`config.mk`:
```
export PLATFORM = sky130hd
export DESIGN_NAME = apb_uart_regif
export DESIGN_NICKNAME = d
export VERILOG_FILES = /design/src/rtl/apb_uart_pkg.sv /design/src/rtl/apb_uart_rx_fifo.sv /design/src/rtl/apb_uart_regif.sv
export SDC_FILE = /design/constraint.sdc
export NUM_CORES = 1
export LEC_CHECK = 0
export CAP_MARGIN = 40
export CORE_MARGIN = 8
export CORE_UTILIZATION = 49
export DETAILED_ROUTE_END_ITERATION = 10
export PLACE_DENSITY = 0.9
export SYNTH_ARGS = -nofsm -noshare
export SYNTH_HDL_FRONTEND = slang
export SYNTH_SLANG_ARGS = --single-unit
```
`constraint.sdc`:
```
create_clock -name clk -period 3.7 [get_ports clk]
set_input_delay 0.555 -clock clk [delete_from_list [all_inputs] [get_ports clk]]
set_output_delay 0.555 -clock clk [all_outputs]
set_load 0.1 [all_outputs]
```
`src/rtl/apb_uart_pkg.sv`:
```
// rtl/apb_uart_pkg.sv - register offsets, STATUS bit indices and cfg layout for apb_uart_regif
package apb_uart_pkg;

    localparam logic [1:0] DATA_OFS   = 2'd0;
    localparam logic [1:0] CFG_OFS    = 2'd1;
    localparam logic [1:0] STATUS_OFS = 2'd2;
    localparam logic [1:0] IRQEN_OFS  = 2'd3;

    localparam int unsigned ST_TX_BUSY  = 0;
    localparam int unsigned ST_RX_AVAIL = 1;
    localparam int unsigned ST_RX_FULL  = 2;
    localparam int unsigned ST_PERR     = 3;
    localparam int unsigned ST_OVERRUN  = 4;
    localparam int unsigned ST_TX_DONE  = 5;

    typedef struct packed {
        logic       odd_parity;
        logic       parity_en;
        logic       two_stop;
        logic [1:0] data_bits_m5;
    } cfg_t;

    localparam logic [4:0] CFG_8N1 = 5'b00011;

endpackage

```
`src/rtl/apb_uart_rx_fifo.sv`:
```
// rtl/apb_uart_rx_fifo.sv - synchronous FIFO with binary wrap pointers for received UART bytes
module apb_uart_rx_fifo #(
    parameter int DEPTH = 4,
    parameter int WIDTH = 9
) (
    input  logic             clk,
    input  logic             rst_n,
    input  logic             push,
    input  logic             pop,
    input  logic [WIDTH-1:0] din,
    output logic [WIDTH-1:0] dout,
    output logic             full,
    output logic             empty
);

    localparam int AW = $clog2(DEPTH);
    localparam logic [AW:0] PTR_ONE = (AW + 1)'(1);

    logic [AW:0]      wptr;
    logic [AW:0]      rptr;
    logic [WIDTH-1:0] mem [DEPTH];
    logic             do_push;
    logic             do_pop;

    // Pointers carry one extra wrap bit so full and empty are distinguishable.
    assign empty   = (wptr == rptr);
    assign full    = (wptr[AW] != rptr[AW]) && (wptr[AW-1:0] == rptr[AW-1:0]);
    assign do_pop  = pop & ~empty;
    assign do_push = push & (~full | do_pop);
    assign dout    = mem[rptr[AW-1:0]];

    always_ff @(posedge clk or negedge rst_n) begin
        if (!rst_n) begin
            wptr <= '0;
            rptr <= '0;
        end else begin
            if (do_push) wptr <= wptr + PTR_ONE;
            if (do_pop)  rptr <= rptr + PTR_ONE;
        end
    end

    always_ff @(posedge clk) begin
        if (do_push) mem[wptr[AW-1:0]] <= din;
    end

endmodule

```
`src/rtl/apb_uart_regif.sv`:
```
// rtl/apb_uart_regif.sv - APB3 register interface for the UART TX/RX cores; optional irq via APB_UART_REGIF_IRQ_EN
module apb_uart_regif
    import apb_uart_pkg::*;
#(
    parameter int         ADDR_W    = 4,
    parameter int         RX_DEPTH  = 4,
    parameter logic [4:0] CFG_RESET = CFG_8N1
) (
    input  logic              clk,
    input  logic              rst_n,
    input  logic              psel,
    input  logic              penable,
    input  logic              pwrite,
    input  logic [ADDR_W-1:0] paddr,
    input  logic [31:0]       pwdata,
    output logic [31:0]       prdata,
    output logic              pready,
    output logic              pslverr,
    output logic [7:0]        tx_data,
    output logic              tx_start,
    output logic [4:0]        cfg_reg,
    input  logic              tx_busy,
    input  logic              tx_done,
    input  logic [7:0]        rx_data,
    input  logic              rx_done,
    input  logic              parity_error
`ifdef APB_UART_REGIF_IRQ_EN
    ,
    output logic              irq
`endif
);

    logic       setup;
    logic       access;
    logic [1:0] reg_sel;
    logic       start_q;
    logic       tx_busy_eff;
    logic       wr_data;
    logic       wr_cfg;
    logic       wr_status;
    logic       tx_accept;
    logic       pop_armed;
    logic       fifo_push;
    logic       fifo_pop;
    logic       fifo_full;
    logic       fifo_empty;
    logic [8:0] fifo_dout;
    logic       overrun_set;
    logic       perr_set;
    logic       perr_sticky;
    logic       overrun_sticky;
    logic       tx_done_sticky;
    logic [5:0] status_vec;
    logic [31:0] rdata;
    cfg_t       cfg_q;
    logic       unused_bits;

    assign pready      = 1'b1;
    assign setup       = psel & ~penable;
    assign access      = psel & penable;
    assign reg_sel     = paddr[3:2];
    assign cfg_reg     = cfg_q;
    assign unused_bits = ^{pwdata[31:8], paddr};

    // The TX core raises busy a cycle or two after the start pulse; cover that gap.
    assign tx_busy_eff = tx_busy | tx_start | start_q;

    assign wr_data   = access & pwrite & (reg_sel == DATA_OFS);
    assign wr_cfg    = access & pwrite & (reg_sel == CFG_OFS);
    assign wr_status = access & pwrite & (reg_sel == STATUS_OFS);
    assign tx_accept = wr_data & ~tx_busy_eff;
    assign pslverr   = (wr_data | wr_cfg) & tx_busy_eff;

    // Pop only if the head was valid when prdata was captured in setup.
    assign fifo_pop    = access & ~pwrite & (reg_sel == DATA_OFS) & pop_armed;
    assign fifo_push   = rx_done & (~fifo_full | fifo_pop);
    assign overrun_set = rx_done & fifo_full & ~fifo_pop;
    assign perr_set    = fifo_push & parity_error;

    apb_uart_rx_fifo #(
        .DEPTH (RX_DEPTH),
        .WIDTH (9)
    ) u_rx_fifo (
        .clk   (clk),
        .rst_n (rst_n),
        .push  (fifo_push),
        .pop   (fifo_pop),
        .din   ({parity_error, rx_data}),
        .dout  (fifo_dout),
        .full  (fifo_full),
        .empty (fifo_empty)
    );

    always_comb begin
        status_vec              = '0;
        status_vec[ST_TX_BUSY]  = tx_busy_eff;
        status_vec[ST_RX_AVAIL] = ~fifo_empty;
        status_vec[ST_RX_FULL]  = fifo_full;
        status_vec[ST_PERR]     = perr_sticky;
        status_vec[ST_OVERRUN]  = overrun_sticky;
        status_vec[ST_TX_DONE]  = tx_done_sticky;
    end

`ifdef APB_UART_REGIF_IRQ_EN
    logic [2:0] irq_en_q;
    logic       wr_irqen;

    assign wr_irqen = access & pwrite & (reg_sel == IRQEN_OFS);

    always_ff @(posedge clk or negedge rst_n) begin
        if (!rst_n) begin
            irq_en_q <= '0;
            irq      <= 1'b0;
        end else begin
            if (wr_irqen) irq_en_q <= pwdata[2:0];
            irq <= |(irq_en_q & {tx_done_sticky, overrun_sticky, ~fifo_empty});
        end
    end
`endif

    always_comb begin
        rdata = '0;
        case (reg_sel)
            DATA_OFS:   rdata = fifo_empty ? 32'd0 : {23'd0, fifo_dout};
            CFG_OFS:    rdata = {27'd0, cfg_q};
            STATUS_OFS: rdata = {26'd0, status_vec};
`ifdef APB_UART_REGIF_IRQ_EN
            IRQEN_OFS:  rdata = {29'd0, irq_en_q};
`endif
            default:    rdata = '0;
        endcase
    end

    always_ff @(posedge clk or negedge rst_n) begin
        if (!rst_n) begin
            prdata    <= '0;
            pop_armed <= 1'b0;
        end else if (setup) begin
            prdata    <= pwrite ? 32'd0 : rdata;
            pop_armed <= ~pwrite & (reg_sel == DATA_OFS) & ~fifo_empty;
        end else if (!access) begin
            prdata    <= '0;
            pop_armed <= 1'b0;
        end
    end

    always_ff @(posedge clk or negedge rst_n) begin
        if (!rst_n) begin
            tx_data  <= '0;
            tx_start <= 1'b0;
            start_q  <= 1'b0;
            cfg_q    <= cfg_t'(CFG_RESET);
        end else begin
            tx_start <= tx_accept;
            start_q  <= tx_start;
            if (tx_accept) tx_data <= pwdata[7:0];
            if (wr_cfg && !tx_busy_eff) cfg_q <= cfg_t'(pwdata[4:0]);
        end
    end

    // A set event in the same cycle as a W1C clear keeps the flag set.
    always_ff @(posedge clk or negedge rst_n) begin
        if (!rst_n) begin
            perr_sticky    <= 1'b0;
            overrun_sticky <= 1'b0;
            tx_done_sticky <= 1'b0;
        end else begin
            perr_sticky    <= perr_set    | (perr_sticky    & ~(wr_status & pwdata[ST_PERR]));
            overrun_sticky <= overrun_set | (overrun_sticky & ~(wr_status & pwdata[ST_OVERRUN]));
            tx_done_sticky <= tx_done     | (tx_done_sticky & ~(wr_status & pwdata[ST_TX_DONE]));
        end
    end

endmodule

```
# --- Word-level counts from Yosys, hierarchy flattened ---
# Memory sizes are Yosys's and may differ from the RTL's.
# Index checks and enable logic that the tools add are counted.
classes:
  add_sub_neg: 2
  multipliers: 0
  div_mod_pow: 0
  order_cmp: 0
  eq_ne: 6
  shifts: 0
  mux: 9
  n_bitwise: 42
  n_reduce_logical: 4
ops:
  columns: ["cell", "count"]
  rows:
  - ["2-to-1 mux 32 bit", 3]
  - ["one-hot mux 9 bit (3 select lines)", 1]
  - ["bitwise AND 1 bit", 25]
  - ["2-to-1 mux 9 bit", 1]
  - ["inverter 1 bit", 9]
  - ["bitwise OR 1 bit", 8]
  - ["adder 3 x 1 -> 3 bit (second input constant)", 2]
  - ["2-to-1 mux 1 bit", 4]
  - ["== test 3 bit", 1]
  - ["== test 2 x 1 -> 1 bit (second input constant)", 1]
  - ["== test 2 bit", 1]
  - ["== test 2 bit (second input constant)", 1]
  - ["logical AND 1 bit", 2]
  - ["zero test 2 bit", 1]
  - ["inequality test 2 bit (second input constant)", 1]
  - ["zero test 1 bit", 1]
  - ["inequality test 1 bit", 1]
word_totals:
  regBits: 57
  latch_bits: 0
  mem_bits_rw: 36
  rom_bits: 0
  out_inout_bits: 48
  elab_cells: 78
  mem_count: 1
mem_list:
  columns: ["name", "words", "width", "read_ports", "rd_ports_with_merged_regs", "wr", "line_no", "rtl"]
  rows:
  - ["u_rx_fifo.mem", 4, 9, 1, 0, 1, "apb_uart_rx_fifo.sv:21", "logic [WIDTH-1:0] mem [DEPTH];"]

# --- Longest topological paths before layout ---
# Gate-level depths: netlist of the first run.
logic_depth:
  ltp_word: 9
  mapped_depth: 5
  depth_no_buf: 4

# --- Hierarchy ---
# Synthesis of the first run repeated with hierarchy kept, for this count alone.
unflattened:
  cells_unflattened: 220
  area_unflattened_um2: 3215.6
modules_own_cells:
  columns: ["module", "n_inst", "cells_per_inst", "area_per_inst_um2"]
  rows:
  - ["apb_uart_rx_fifo", 1, 94, 1741.7]
  - ["apb_uart_regif", 1, 126, 1473.9]

# --- Worst setup path before layout of the first run ---
# OpenSTA, ideal clock, no wires.
synth_timing:
  path_kind: "reg-to-output"
  start: "register tx_start"
  end: "output port pslverr"
  t_arrival_ns: 3.259
  required_ns: 3.145
  slack_ns: -0.114
  path_stages_with_launch: 3
  path_cell_list: "dfrtp_1 > nor3_1 > nor3_1"
synth_between:
  elab_chain_len: 3
synth_rtl:
  columns: ["element", "line_no", "rtl"]
  rows:
  - ["from (decl)", "apb_uart_regif.sv:20", "output logic tx_start,"]
  - ["from (signal assigned)", "apb_uart_regif.sv:154", "tx_start <= tx_accept;"]
  - ["bitwise OR 1 bit (2 in a row)", "apb_uart_regif.sv:66", "assign tx_busy_eff = tx_busy | tx_start | start_q;"]
  - ["bitwise AND 1 bit", "apb_uart_regif.sv:72", "assign pslverr = (wr_data | wr_cfg) & tx_busy_eff;"]
  - ["to (decl)", "apb_uart_regif.sv:18", "output logic pslverr,"]
# No other way between the ends.

# --- Worst setup path after layout of the first run ---
layout_timing:
  start: "input port psel"
  end: "memory u_rx_fifo.mem[1][1], enable pin"
layout_between:
  elab_chain_len: 9
layout_rtl:
  columns: ["element", "line_no", "rtl"]
  rows:
  - ["from (decl)", "apb_uart_regif.sv:11", "input logic psel,"]
  - ["bitwise AND 1 bit *", "apb_uart_regif.sv:60", "assign access = psel & penable;"]
  - ["bitwise AND 1 bit * (3 in a row)", "apb_uart_regif.sv:75", "assign fifo_pop = access & ~pwrite & (reg_sel == DATA_OFS) & pop_armed;"]
  - ["bitwise OR 1 bit or bitwise AND 1 bit (tied branches)", "apb_uart_regif.sv:76, apb_uart_rx_fifo.sv:28", null]
  - ["bitwise AND 1 bit or bitwise OR 1 bit (tied branches)", "apb_uart_regif.sv:76, apb_uart_rx_fifo.sv:29", null]
  - ["bitwise AND 1 bit *", "apb_uart_rx_fifo.sv:29", "assign do_push = push & (~full | do_pop);"]
  - ["2-to-1 mux 1 bit *", "apb_uart_rx_fifo.sv:43", "if (do_push) mem[wptr[AW-1:0]] <= din;"]
  - ["2-to-1 mux 1 bit (implied by the code) *", "apb_uart_rx_fifo.sv:43", null]
  - ["to (decl)", "apb_uart_rx_fifo.sv:21", null]
# Mark *: on every way between the ends. The rest lies on a longest branch, timed or not.

==> results of run 1 <==
where the power goes:
group          switching [uW]  leakage (uW)  total [uW]  internal, uW
Combinational             541      0.000806         826           285
Clock                     291     0.0000931         607           316
Sequential               60.8      0.000762        1030           968
Total                     893       0.00166        2460          1570
logic make-up (layout without fill, tap and decap cells):
family | count (synthesis) | count (layout)
multiplexers | 24 | 24
flip-flops | 70 | 70
adder cells (fa/ha/maj) | 5 | 5
other | 2 | 24
XOR/XNOR | 8 | 8
AO/OA/AOI/OAI | 16 | 16
buffers and inverters | 33 | 96
AND/OR/NAND/NOR | 39 | 39
layer usage:
metal / up-vias / GRT usage
met5: - / 0
met3: 11 / 0.0397
met2: 88 / 0.237
met4: 0 / 0.0715
li1: 840 / -
met1: 879 / 0.154
synth_stat cells, types with 2 or more instances:
| cell | count |
|---|---|
| a21o_1 | 2 |
| a222oi_1 | 3 |
| a22o_1 | 5 |
| and2_1 | 4 |
| buf_2 | 2 |
| buf_4 | 24 |
| clkbuf_1 | 2 |
| conb_1 | 2 |
| dfrtp_1 | 32 |
| dfstp_2 | 2 |
| edfxtp_1 | 36 |
| ha_1 | 5 |
| inv_1 | 5 |
| mux2_2 | 15 |
| mux4_2 | 9 |
| nand2_1 | 10 |
| nand2b_1 | 4 |
| nand3_1 | 4 |
| nor2_1 | 7 |
| nor3_1 | 3 |
| xnor2_1 | 7 |
how the worst min path moves through the flow:
stage,start,end,cells past startpoint
floorplan,rst_n,cfg_reg[2],0
global placement,tx_start,start_q,0
detailed placement,tx_start,start_q,0
CTS,tx_start,start_q,0
global route,tx_start,start_q,0
finish,tx_start,start_q,0
metrics by stage:
| stage | worst slack [ns] | hold WS, ns | instances |
|---|---|---|---|
| after floorplan | 0.736 | 0.259 | 219 |
| after global placement | 0.735 | 0.389 | 318 |
| after detailed placement | 0.694 | 0.402 | 341 |
| after CTS | 1.04 | 0.420 | 357 |
| after global routing | 0.907 | 0.435 | 357 |
| final | 1.05 | 0.415 | 357 |
final cells by class:
cell class	instances	share of cell area
Clock inverter	6	0.0175
Sequential cell	70	0.475
Clock buffer	10	0.0313
Multi-Input combinational cell	116	0.235
Tap cell	75	0.0230
Timing Repair Buffer	75	0.214
Inverter	5	0.00461
==> run_results.csv, run 1 <==
group,metric,value,unit
cells_and_area,final_common_cell,"clkdlybuf4s50_1",
timing,rsz0062_at_grt,"no",
yosys,synth-main-ff-cell,"edfxtp_1",
yosys,synthTopCellsByArea,"edfxtp_1, dfrtp_1, mux4_2",
detailed_routing,vias,1818,
clocking,h-tree-depth,3,
global_routing,antenna_found_initial,0,
detailed_routing,dr.pass1.iters,4,
critical_path,critical_path_class,"in -> reg",
pwr,power.leakage,0.00166,uW
timing,finClkSkew,0.00737,ns
cells_and_area,stdcell_area,4070,um^2
global_routing,grt_usage,0.138,
cells_and_area,areaGrowthSynthToFinish,34.9,%
cells_and_area,drive_gt1_frac,0.248,
timing,slew_viol_final,0,
pwr,peakVddDrop,0.399,mV
floorplanning,io_pins,101,
timing,finalHoldViolations,0,
timing,period_needed,2.65,ns
detailed_routing,drt_iter0_markers,64,
clocking,clock_latency,0.34,ns
critical_path,endpoint,"u_rx_fifo.mem[1][1]",
detailed_routing,drt_wl_total,5.92,mm
critical_path,ff2ff_path_depth,4,
cells_and_area,largest_reg_flops,36,
clocking,clock_sink_count,70,
global_routing,grt_max_degree,35,
floorplanning,core_area,5960,um^2
clocking,hold_buffers,0,
critical_path,slowest_stage,"clkdlybuf4s50_1",
floorplanning,fp.dieH,94.5,um
cells_and_area,antenna_cells,0,
detailed_routing,met3_length,564,um
placed_design,io_buffer_count,50,
critical_path,start_kind,"input port",
critical_path,worst_r2r_startpoint,"u_rx_fifo.rptr[1]",
clocking,cts-buffers-inserted,9,
yosys,syn_area,3020,um^2
detailed_routing,wl_met1,2.36,mm
yosys,seq_area_frac_synth,0.641,
floorplanning,die_width,94.5,um
yosys,synth_simple_gate_area_frac,0.0663,
clocking,cts-resized-gates,0,
yosys,yosys.area.top_type,"edfxtp_1",
timing,finalCritPeriodShare,0.716,
global_routing,grt_pass1_vias,1890,
cells_and_area,final-seq-area,1930,um^2
yosys,synthAdderAreaFrac,0.0207,
cells_and_area,fillCellCount,401,
critical_path,cp-end-kind,"flip-flop",
critical_path,crit_family,"simple AND/OR/NAND/NOR gates",
floorplanning,dieArea,8930,um^2
detailed_routing,avgRoutedWirePerCell,16.6,um
critical_path,max_stage_delay,0.49,ns
critical_path,path_cells,"clkdlybuf4s50_1, and2_1, and4b_1, o21a_1, and2_1",
clocking,clk_pin_slew,0.07,ns
clocking,cts_root_buf,"clkbuf_8",
timing,finalSetupViolCount,0,
yosys,synth_seq_cells,70,
critical_path,r2r_slack,1.54,ns
yosys,syn_area_per_cell,15.3,um^2
detailed_routing,drc,0,
floorplanning,num_rows,28,
critical_path,crit_top_cell,"and2_1",
run_status,status,"finished, final reports clean",
critical_path,cp.arrival,2.63,ns
yosys,yosysUniqueCellTypes,35,
critical_path,crit_cells,5,
cells_and_area,final_nets,335,
yosys,synth_top_family_by_area,"multiplexers",
timing,timing.setup.tns,0,ns
pwr,power,2460,uW
cells_and_area,multi_input_area,956,um^2
placed_design,gp_congestion,0.782,
detailed_routing,wl_met2,2.89,mm
detailed_routing,ant_nets,0,
critical_path,cp_num_buf_inv,1,
critical_path,critical_path_required,3.69,ns
critical_path,rr_endpoint,"u_rx_fifo.mem[1][1]",
yosys,synth_top_area_share,0.358,
clocking,clock_path_buffers,2,
yosys,synth-async-reset-ratio,0.486,
timing,fmaxAchievable,0.378,GHz
placed_design,dpl.hpwl,4.43,mm
timing,worst_pin_slew,0.528,ns
floorplanning,start_util,0.507,
clocking,post-cts-setup-buffers,0,
yosys,synth_edf_count,36,
cells_and_area,final_core_util,0.684,
yosys,syn_inst,197,
yosys,synth-compound-area-share,0.0518,
yosys,yosys_warnings,0,
hold_path,hold_class,"reg -> reg",
clocking,cts_tree,"built",
global_routing,grt_overflow,0,
yosys,muxShareOfSynthArea,0.123,
placed_design,placed_area,3870,um^2
global_routing,grt_pass1_wl,9.40,mm
detailed_routing,top_layer_used,"met4",
yosys,synthXorXnorAreaFrac,0.0232,
pwr,powerDensity,604,nW/um^2
critical_path,crit_start,"psel",
cells_and_area,layout_common_cells,"clkdlybuf4s50_1, edfxtp_1, dfrtp_1",
timing,maxSlewHeadroom,0.645,
critical_path,cp_max_fo,13,
flow_run,cap_viol_max_count,0,
detailed_routing,routed_via_density,5.09,
(Power assumes the default switching activity.)
==> run 2: changes to the inputs <==
--- a/config.mk
+++ b/config.mk
@@ -7,9 +7,9 @@
 export LEC_CHECK = 0
 export CAP_MARGIN = 40
 export CORE_MARGIN = 8
-export CORE_UTILIZATION = 49
+export CORE_UTILIZATION = 41
 export DETAILED_ROUTE_END_ITERATION = 10
-export PLACE_DENSITY = 0.9
+export PLACE_DENSITY = 0.81
 export SYNTH_ARGS = -nofsm -noshare
 export SYNTH_HDL_FRONTEND = slang
 export SYNTH_SLANG_ARGS = --single-unit
==> constraint.sdc (replaced) <==
create_clock -name clk -period 2.19 [get_ports clk]
set_input_delay 0.3285 -clock clk [delete_from_list [all_inputs] [get_ports clk]]
set_output_delay 0.3285 -clock clk [all_outputs]
set_load 0.1 [all_outputs]
==> run 2 against run 1 <==
Effect of this change: sequential cell count did not move; critical path type is now reg -> reg; cell area decreased by 3.9%; count of clock-buffer cells in the layout decreased by 1; critical path depth did not move; largest cell class unchanged; core utilization decreased by 14 points; highest routed layer unchanged; clock power up 100%; worst setup slack worse by 0.83 ns.
==> run_results.csv, run 2 (synthesized netlist as in run 1, its figures left out) <==
group,metric,value,unit
run_status,status,"finished, final reports clean",
pwr,powerDensity,1090,nW/um^2
cells_and_area,final_nets,328,
flow_run,cap_viol_max_count,0,
detailed_routing,dr.pass1.iters,5,
global_routing,grt_max_degree,35,
cells_and_area,final_core_util,0.545,
detailed_routing,ant_nets,0,
detailed_routing,drt_iter0_markers,76,
timing,fmaxAchievable,0.507,GHz
timing,timing.setup.tns,0,ns
critical_path,path_cells,"xnor2_1, nand3_1, o21a_1, and2_1, buf_12",
cells_and_area,drive_gt1_frac,0.314,
placed_design,io_buffer_count,50,
critical_path,max_stage_delay,0.44,ns
cells_and_area,areaGrowthSynthToFinish,29.6,%
global_routing,grt_overflow,0,
clocking,cts-resized-gates,0,
critical_path,slowest_stage,"dfrtp_1",
detailed_routing,avgRoutedWirePerCell,16.9,um
timing,slew_viol_final,0,
critical_path,cp_num_buf_inv,1,
pwr,power.leakage,0.00165,uW
clocking,clock_latency,0.33,ns
detailed_routing,drc,0,
clocking,clock_sink_count,70,
global_routing,grt_pass1_wl,9.70,mm
placed_design,dpl.hpwl,4.65,mm
clocking,cts-buffers-inserted,9,
floorplanning,dieArea,10400,um^2
clocking,hold_buffers,0,
placed_design,dpl.cell_count,358,
clocking,clk_pin_slew,0.07,ns
timing,finalHoldViolations,0,
timing,period_needed,1.97,ns
global_routing,top_usage_layer,"met2",
floorplanning,num_rows,31,
detailed_routing,routed_via_density,4.77,
timing,finClkSkew,0.00784,ns
timing,finalSetupViolCount,0,
hold_path,hold_class,"in -> async",
cells_and_area,final_common_cell,"buf_4",
global_routing,use_met3,0.0586,
critical_path,critical_path_required,2.29,ns
floorplanning,start_util,0.421,
cells_and_area,layout_common_cells,"buf_4, edfxtp_1, dfrtp_1",
critical_path,critical_path_class,"reg -> reg",
placed_design,gp_congestion,0.765,
critical_path,crit_family,"simple AND/OR/NAND/NOR gates",
critical_path,cp_max_fo,9,
critical_path,start_kind,"flip-flop",
timing,finalCritPeriodShare,0.900,
critical_path,cp-end-kind,"flip-flop",
cells_and_area,antenna_cells,0,
global_routing,grt_use_met1,0.140,
global_routing,met2_usage,0.218,
timing,rsz0062_at_grt,"no",
clocking,cts_root_buf,"clkbuf_8",
clocking,h-tree-depth,3,
global_routing,grt_pass1_vias,1927,
floorplanning,die_width,102,um
floorplanning,core_area,7180,um^2
global_routing,grt_usage,0.128,
pwr,peakVddDrop,0.583,mV
global_routing,antenna_found_initial,0,
clocking,cts_tree,"built",
clocking,post-cts-setup-buffers,0,
detailed_routing,drt_wl_total,6.30,mm
cells_and_area,fin_cells,373,
clocking,clock_path_buffers,2,
cells_and_area,largest_reg_flops,36,
floorplanning,fp.dieH,102,um
critical_path,cp.arrival,2.07,ns
detailed_routing,vias,1778,
floorplanning,io_pins,101,
cells_and_area,fillCellCount,595,
run 2: cell types whose count changed in the layout (fill, tap and decap cells not counted), moves of 2 or more:
cell	change
buf_12	+5
buf_4	+34
buf_8	-22
bufinv_16	+2
clkdlybuf4s50_1	-23
clkinvlp_4	-2
run 2: final cells by class:
cell class              instances  area, um^2  share of cell area
flip-flops and latches         70        1940               0.495
multi-input cells             116         962               0.246
repair buffers                 68         638               0.163
clock buffers                   9         124              0.0316
well taps                      99         124              0.0316
clock inverters                 6         111              0.0285
inverters                       5        18.8             0.00480
run 2: stage by stage:
stage                     setup slack (ns)  instance area (um^2)  hold slack (ns)  total power, uW
after global routing                0.0867                  3910            0.420             4460
after global placement              0.0146                  3680            0.388             3050
after floorplan                      0.140                  3110           0.0329             2710
after detailed placement           -0.0134                  3680            0.396             3090
after CTS                            0.211                  3910            0.398             4320
final                                0.219                  3910            0.401             4270
run 2: final timing paths:
kind,start,slack [ns],end,depth (start not counted)
max,u_rx_fifo.wptr[1],0.22,u_rx_fifo.mem[2][5],5
min,rst_n,0.40,start_q,2
max reg2reg,u_rx_fifo.wptr[1],0.22,u_rx_fifo.mem[2][5],5
min reg2reg,tx_start,0.41,start_q,0
max in group asynchronous,rst_n,1.44,cfg_reg[0],2
min in group clk,tx_start,0.41,start_q,0
run 2: layer usage:
layer | part of all wire | wire (um) | up-vias
met4 | 0.015 | 95 | 0
li1 | - | - | 822
met3 | 0.097 | 613 | 9
met1 | 0.38 | 2370 | 865
met5 | 0 | 0 | -
met2 | 0.51 | 3220 | 82
run 2: worst reg2reg max path, delay by kind of cell (launching register included):
family                    cells  cell delay (ns)
xor gates and xnor gates      1             0.39
AOI/OAI and AO/OA             1             0.29
DFF                           1             0.44
buffers and inverters         1             0.15
and+or+nand+nor               2             0.46
run 2: power breakdown:
part | total [uW] | internal (uW) | switching, uW
logic | 1310 | 399 | 909
clock network | 1220 | 750 | 468
registers | 1750 | 1640 | 113
